$ cat src/rtl/lut_pkg.sv
// Shared definitions for the LUT mux sweeper: FSM state encodings and the
// table-width helper used to size ports from the select width.
package lut_pkg;

  localparam logic [1:0] ST_IDLE = 2'd0;
  localparam logic [1:0] ST_RUN  = 2'd1;
  localparam logic [1:0] ST_DONE = 2'd2;

  // Table width for n select inputs (2**n).
  function automatic int tw(input int n);
    return 1 << n;
  endfunction

endpackage

$ cat src/rtl/lut_mux_n.sv
// Purely combinational 2**N_IN:1 multiplexer; bit sel of data appears on out.
module lut_mux_n
  import lut_pkg::*;
#(
  parameter int N_IN = 3,
  localparam int TW  = tw(N_IN)
) (
  input  logic [TW-1:0]   data,
  input  logic [N_IN-1:0] sel,
  output logic            out
);

  assign out = data[sel];

endmodule

$ cat src/rtl/lut_mux_sweeper.sv
// Programmable truth-table evaluator with a built-in sweep engine.
// A TW-bit table drives a direct-path mux (registered to y) and a second mux
// that the sweep FSM walks over every input combination, capturing the full
// output column into sweep_result.
// Optional build macro: LUT_CHECK_EN adds exp_data/mismatch, comparing the
// captured column with an expected column at the end of every sweep.
module lut_mux_sweeper
  import lut_pkg::*;
#(
  parameter int N_IN = 3,
  localparam int TW  = tw(N_IN)
) (
  input  logic            clk,
  input  logic            reset,
  input  logic            cfg_we,
  input  logic [TW-1:0]   cfg_data,
  input  logic [N_IN-1:0] sel,
  output logic            y,
  input  logic            sweep_start,
  output logic            busy,
  output logic            done,
  output logic [N_IN-1:0] sweep_idx,
  output logic [TW-1:0]   sweep_result
`ifdef LUT_CHECK_EN
  ,
  input  logic [TW-1:0]   exp_data,
  output logic            mismatch
`endif
);

  localparam logic [N_IN-1:0] IDX_LAST = N_IN'(TW - 1);

  logic [1:0]    state;
  logic [TW-1:0] lut_table;
  logic          direct_bit;
  logic          sweep_bit;
  logic [TW-1:0] capture_next;

  lut_mux_n #(.N_IN(N_IN)) u_mux_direct (
    .data (lut_table),
    .sel  (sel),
    .out  (direct_bit)
  );

  lut_mux_n #(.N_IN(N_IN)) u_mux_sweep (
    .data (lut_table),
    .sel  (sweep_idx),
    .out  (sweep_bit)
  );

  // Status outputs decode straight from the state register so reset clears them at once.
  assign busy = (state == ST_RUN);
  assign done = (state == ST_DONE);

  // Column with the current combination's bit inserted; also feeds the end-of-sweep compare.
  always_comb begin
    capture_next            = sweep_result;
    capture_next[sweep_idx] = sweep_bit;
  end

  // Table register: writable only while idle so a running sweep sees a stable table.
  always_ff @(posedge clk or posedge reset) begin
    if (reset) begin
      lut_table <= '0;
    end else if (cfg_we && (state == ST_IDLE)) begin
      lut_table <= cfg_data;
    end
  end

  // Direct path: one-cycle registered lookup, active in every state.
  always_ff @(posedge clk or posedge reset) begin
    if (reset) begin
      y <= 1'b0;
    end else begin
      y <= direct_bit;
    end
  end

  // Sweep FSM, index counter and capture register.
  always_ff @(posedge clk or posedge reset) begin
    if (reset) begin
      state        <= ST_IDLE;
      sweep_idx    <= '0;
      sweep_result <= '0;
    end else begin
      case (state)
        ST_IDLE: begin
          if (sweep_start) begin
            state        <= ST_RUN;
            sweep_idx    <= '0;
            sweep_result <= '0;
          end
        end
        ST_RUN: begin
          sweep_result <= capture_next;
          if (sweep_idx == IDX_LAST) begin
            sweep_idx <= '0;
            state     <= ST_DONE;
          end else begin
            sweep_idx <= sweep_idx + 1'b1;
          end
        end
        ST_DONE: begin
          state <= ST_IDLE;
        end
        default: begin
          state <= ST_IDLE;
        end
      endcase
    end
  end

`ifdef LUT_CHECK_EN
  // Compare verdict: set on the final capture edge, cleared when a new sweep starts.
  always_ff @(posedge clk or posedge reset) begin
    if (reset) begin
      mismatch <= 1'b0;
    end else if ((state == ST_IDLE) && sweep_start) begin
      mismatch <= 1'b0;
    end else if ((state == ST_RUN) && (sweep_idx == IDX_LAST)) begin
      mismatch <= (capture_next != exp_data);
    end
  end
`endif

endmodule

$ cat config.mk
export PLATFORM = sky130hd
export DESIGN_NAME = lut_mux_sweeper
export DESIGN_NICKNAME = d
export VERILOG_FILES = /design/src/rtl/lut_pkg.sv /design/src/rtl/lut_mux_n.sv /design/src/rtl/lut_mux_sweeper.sv
export SDC_FILE = /design/constraint.sdc
export NUM_CORES = 1
export LEC_CHECK = 0
export ABC_AREA = 1
export ABC_CLOCK_PERIOD_IN_PS = 1500
export BUFFER_PORTS_ARGS = -buffer_cell sky130_fd_sc_hd__clkbuf_2
export CAP_MARGIN = 40
export CORE_UTILIZATION = 54
export CTS_BUF_LIST = sky130_fd_sc_hd__clkbuf_4
export CTS_CLUSTER_DIAMETER = 200
export DETAILED_ROUTE_END_ITERATION = 8
export PLACE_DENSITY_LB_ADDON = 0.3
export SYNTH_ARGS = -nofsm -noshare
export SYNTH_HDL_FRONTEND = slang
export SYNTH_SLANG_ARGS = --single-unit
$ cat constraint.sdc
create_clock -name clk -period 1.5 [get_ports clk]
set_clock_uncertainty 0.05 [all_clocks]
set_input_delay 0.15 -clock clk [delete_from_list [all_inputs] [get_ports clk]]
set_output_delay 0.15 -clock clk [all_outputs]
set_load 0.01 [all_outputs]
# Word-level counts from Yosys, hierarchy flattened
# Index checks and enable logic that the tools add are counted.
# op_classes
order_cmp,3
n_mul,0
n_div,0
n_bitwise,0
reduce_logical,6
n_addsub,1
n_eq_ne,5
muxes,15
n_shift,0
# ops
op,n
8-bit case mux with 2 select lines,1
8-bit bitwise mux,1
3-bit by 4-bit less-than comparator with 1-bit output (second input constant),2
8-bit two-way mux,1
1-bit binary-select mux with 3-bit select,2
3-bit two-way mux,2
3-bit case mux with 2 select lines,1
2-bit two-way mux,2
2-bit case mux with 2 select lines,1
2-bit AND reduction,2
3-bit by 1-bit adder with 3-bit output (second input constant),1
1-bit demux with 3-bit select,1
3-bit equality test (second input constant),1
3-bit by 1-bit >= comparator with 1-bit output (second input constant),1
1-bit two-way mux,3
2-bit by 1-bit equality test with 1-bit output (second input constant),1
2-bit equality test (second input constant),1
1-bit logical AND,2
2-bit zero test,1
2-bit by 1-bit != test with 1-bit output (second input constant),1
2-bit != test (second input constant),1
2-bit nonzero test,1
# word_totals
mem_count,0
out_inout_bits,14
ramBits,0
latchBits,0
in_bits,15
romBits,0
register_bits,22

# Depth between registers and ports, before layout
# depth
depth_word,6
depth_mapped,7

# Modules after synthesis
# A second synthesis with hierarchy kept.
# unflattened
cells_unflattened,182
area_unflattened_um2,1271.2
# modules_own_cells
module,seq_area_each_um2,area_per_inst_um2,cells_per_inst,n_inst
lut_mux_sweeper,550.5,1051.0,126,1
lut_mux_n,0.0,110.1,28,2

# Least setup slack after synthesis
# No wires, ideal clock.
# synth_timing
kind,flip-flop to flip-flop
from,register sweep_idx[0]
to,register sweep_result[1]
path_slack_ns,0.236
t_arrival_ns,1.092
stages_incl_launch_ff,7
period_less_slack_ns,1.264
required_time_ns,1.329
cell_sequence,dfrtp_1 > inv_2 > or2_0 > nand2_2 > nand2_4 > o21ai_1 > nand2_1
# synth_between
elab_chain_cells,6
# synth_rtl
item,line_no,text
"start, declared",lut_mux_sweeper.sv:22,"output logic [N_IN-1:0] sweep_idx,"
"start signal, assigned",lut_mux_sweeper.sv:100,sweep_idx <= sweep_idx + 1'b1;
3-bit by 4-bit less-than comparator with 1-bit output (not written as such) or 3-bit by 1-bit >= comparator with 1-bit output (tied branches),lut_mux_sweeper.sv:58,capture_next[sweep_idx] = sweep_bit;
1-bit logical AND (not written as such),lut_mux_sweeper.sv:58,
1-bit two-way mux (not written as such),lut_mux_sweeper.sv:58,
1-bit demux with 3-bit select,lut_mux_sweeper.sv:58,
8-bit bitwise mux (*),lut_mux_sweeper.sv:58,
8-bit case mux with 2 select lines (*),lut_mux_sweeper.sv:86,case (state)
"end signal, assigned",lut_mux_sweeper.sv:95,sweep_result <= capture_next;
"end, declared",lut_mux_sweeper.sv:23,output logic [TW-1:0] sweep_result
# Mark *: on every way between the ends. The rest lies on a longest branch, timed or not. The select of a mux whose other input is x is not followed.
# A chain may end at the register's enable or synchronous reset.

# Worst setup path after layout
# Same ends and word-level chain as after synthesis.

==> impl_metrics.env <==
export IMPL_status="complete, but fails checks"
export IMPL_violations="hold timing"
export IMPL_cts_sinks=22
export IMPL_drcViolationCount=0
export IMPL_first_global_vias=1002
export IMPL_wirelength_um=2400
export IMPL_clk_pin_slew_ns=0.12
export IMPL_synthAdderAreaFrac_pct=2.27
export IMPL_fin_crit_ns=1.40
export IMPL_fin_crit_sh_pct=93.3
export IMPL_pwr_share_comb_pct=49.7
export IMPL_grtUsageTotal_pct=26.3
export IMPL_path_depth=6
export IMPL_nNetsFinal=188
export IMPL_cpPeakStageDelay_ns=0.53
export IMPL_core_region_area_mm2=0.00182
export IMPL_slew_headroom_pct=77.2
export IMPL_finalHoldViolations=1
export IMPL_gp_congestion=0.856
export IMPL_synth_compound_gate_area_share_pct=16.3
export IMPL_via_per_inst=5.37
export IMPL_postRouteAntennaNets=0
export IMPL_cp_start_kind="flop"
export IMPL_seqPwrFrac_pct=39.5
export IMPL_rsz0062_at_grt="no"
export IMPL_layout_drive_gt1_share_pct=24.1
export IMPL_cts_path_max_buffers=2
export IMPL_path_max_fanout=8
export IMPL_path_cells="inv_2 -> or2_0 -> nand2_2 -> nand2_4 -> o21ai_1 -> nand2_1"
export IMPL_synth_cell_types=17
export IMPL_dpl_hpwl_um=1820
export IMPL_max_cap_viol_count=0
export IMPL_grt_start_max_net_pins=23
export IMPL_grt_pass1_wl_um=4000
export IMPL_io_buffers=28
export IMPL_slowest_stage="dfrtp_1"
export IMPL_detail_route_wl_per_cell_um=12.3
export IMPL_die_area_mm2=0.00223
export IMPL_tritoncts="yes"
export IMPL_synth_top_family_by_area="simple AND/OR/NAND/NOR gates"
export IMPL_peakVddDrop_uv=1170
export IMPL_worst_path_dominant_cell_family="flip-flops"
export IMPL_overflow=0
export IMPL_antenna_found_initial=0
export IMPL_tightest_slew_ns=0.342
export IMPL_hp_class="in2reg"
export IMPL_pwr_share_clk_pct=10.8
export IMPL_cts_buffers=3
export IMPL_syn_area_mm2=0.00110
export IMPL_crit_buf_inv=1
export IMPL_root_buffer="clkbuf_4"
export IMPL_vias=1047
export IMPL_crit_arrival_ns=1.56
export IMPL_reg2reg_depth=6
export IMPL_die_w_um=47.2
export IMPL_synth_xor_area_share_pct=0
export IMPL_postSynthAreaPerCell_um2=8.24
export IMPL_max_freq_mhz=715
export IMPL_setup_tns_ns=0
export IMPL_leakage_nw=0.723
export IMPL_holdWs_ns=-0.000149
export IMPL_required_ns=1.66
export IMPL_fillers=146
export IMPL_power_total_mw=2.57
export IMPL_hold_depth=2
export IMPL_clk_latency_ns=0.31
export IMPL_rows=15
export IMPL_crit_type="reg2reg"
export IMPL_io_pins=29
export IMPL_slew_viol_final=0
export IMPL_synthToLayoutAreaGrowth_pct=21.7
export IMPL_critPathCaptureType="flop"
export IMPL_switchingPower_mw=1.19
export IMPL_postCtsSetupRepairBufs=0
export IMPL_dr_first_iter_drc_count=25
export IMPL_setup_viol=0
export IMPL_powerDensity_mw_per_mm2=1910
export IMPL_seq_area_frac_synth_pct=49.8
export IMPL_internal_power_mw=1.39
export IMPL_h_tree_depth=1
export IMPL_synth_nets=151
export IMPL_fp_dieH_um=47.2
export IMPL_firstDrtPassIters=4
export IMPL_muxShareOfSynthArea_pct=4.08
export IMPL_swShare_pct=46.1
export IMPL_synthSimpleGateAreaFrac_pct=21.6
export IMPL_synth_seq_cells=22
export IMPL_start_util_pct=60.7
export IMPL_yosysWarnings=0
export IMPL_num_antenna_cells=0
export IMPL_syn_inst=134
per-layer routing:
layer  global-route usage (%)  part of all wire (%)  routed length, um  vias up
met5                        0                     0                  0        -
met4                     14.9                   2.8                 68        0
met3                     6.15                   3.5                 85        7
met2                     43.6                    50               1200       29
met1                     31.1                    44               1050      497
li1                         -                     -                  -      514
worst reg2reg max path: stages (launching register included):
cell and delay (ns):
dfrtp_1 0.53, inv_2 0.12, or2_0 0.22, nand2_2 0.09, nand2_4 0.09, o21ai_1 0.14, nand2_1 0.07
layout make-up:
| class | count | area, um2 | share of cell area (%) |
|---|---|---|---|
| Clock buffer | 3 | 22.5 | 1.67 |
| Clock inverter | 1 | 3.75 | 0.279 |
| Inverter | 16 | 60.1 | 4.47 |
| Multi-Input combinational cell | 95 | 492 | 36.6 |
| Sequential cell | 22 | 551 | 40.9 |
| Tap cell | 25 | 31.3 | 2.33 |
| Timing Repair Buffer | 33 | 185 | 13.8 |
flip-flops by register name, indices dropped and copies added (netlist names):
name	count
y	1
state	2
lut_table	8
sweep_idx	3
sweep_result	8
through the flow:
stage          instance area [um2]  setup slack, ns  cells  util, %
2_1_floorplan                 1100            0.236    134        -
3_3_place_gp                  1290            0.233    188     70.7
3_5_place_dp                  1290            0.158    188     70.7
4_1_cts                       1320            0.142    193     72.6
5_1_grt                       1350           0.0118    195     73.9
6_report                      1350            0.101    195     73.9
cell usage in the layout, fill, tap and decap left out, drive strengths merged, types with 3 or more instances in the layout:
| master | n |
|---|---|
| inv | 16 |
| nand2 | 30 |
| dlygate4sd3 | 3 |
| nand3 | 4 |
| nor2 | 22 |
| o21ai | 18 |
| clkbuf | 31 |
| mux2 | 4 |
| dfrtp | 22 |
| o211ai | 8 |
| a21oi | 6 |
Yosys cell counts:
cell type,number,share of area (%)
a21oi_1,6,2.7
buf_2,1,0.45
dfrtp_1,22,50
ha_1,2,2.3
inv_1,14,4.8
inv_2,2,0.68
mux2_1,2,2.0
mux2_2,2,2.0
nand2_1,27,9.2
nand2_2,1,0.57
nand2_4,2,2.0
nand3_1,4,1.8
nor2_1,22,7.5
o211ai_1,8,5.4
o21ai_0,10,4.5
o21ai_1,8,3.6
or2_0,1,0.57
what timing repair did:
| action | 4_1_cts | 5_1_grt |
|---|---|---|
| hold endpoints to repair | 22 | 2 |
| hold buffers | 1 | 2 |
| gates resized for setup | 0 | 1 |
| setup endpoints to repair | 0 | 1 |
logic make-up (layout without fill, tap and decap cells):
family	Yosys count	in the layout
AND/OR/NAND/NOR	57	57
AO/OA/AOI/OAI	32	32
flip-flops	22	22
buffers and inverters	17	53
multiplexers	4	4
adder cells (fa/ha/maj)	2	2
power groups by stage:
stage	clock network, mW	logic [mW]	registers, mW
after floorplan	0	0.844	1.04
after global placement	0	1.20	1.01
after detailed placement	0	1.27	1.02
after CTS	0.279	1.28	1.01
after global routing	0.316	1.47	1.06
final	0.278	1.28	1.02
worst paths after layout:
check                      slack [ns]          from               to
max                              0.10  sweep_idx[0]  sweep_result[1]
min                           -0.0001   cfg_data[3]     lut_table[3]
max reg2reg                      0.10  sweep_idx[0]  sweep_result[1]
min reg2reg                      0.49  lut_table[3]     lut_table[3]
max in group asynchronous        0.86         reset  sweep_result[5]
min in group asynchronous        0.33         reset     lut_table[2]
Power figures use the tool's default switching activity.
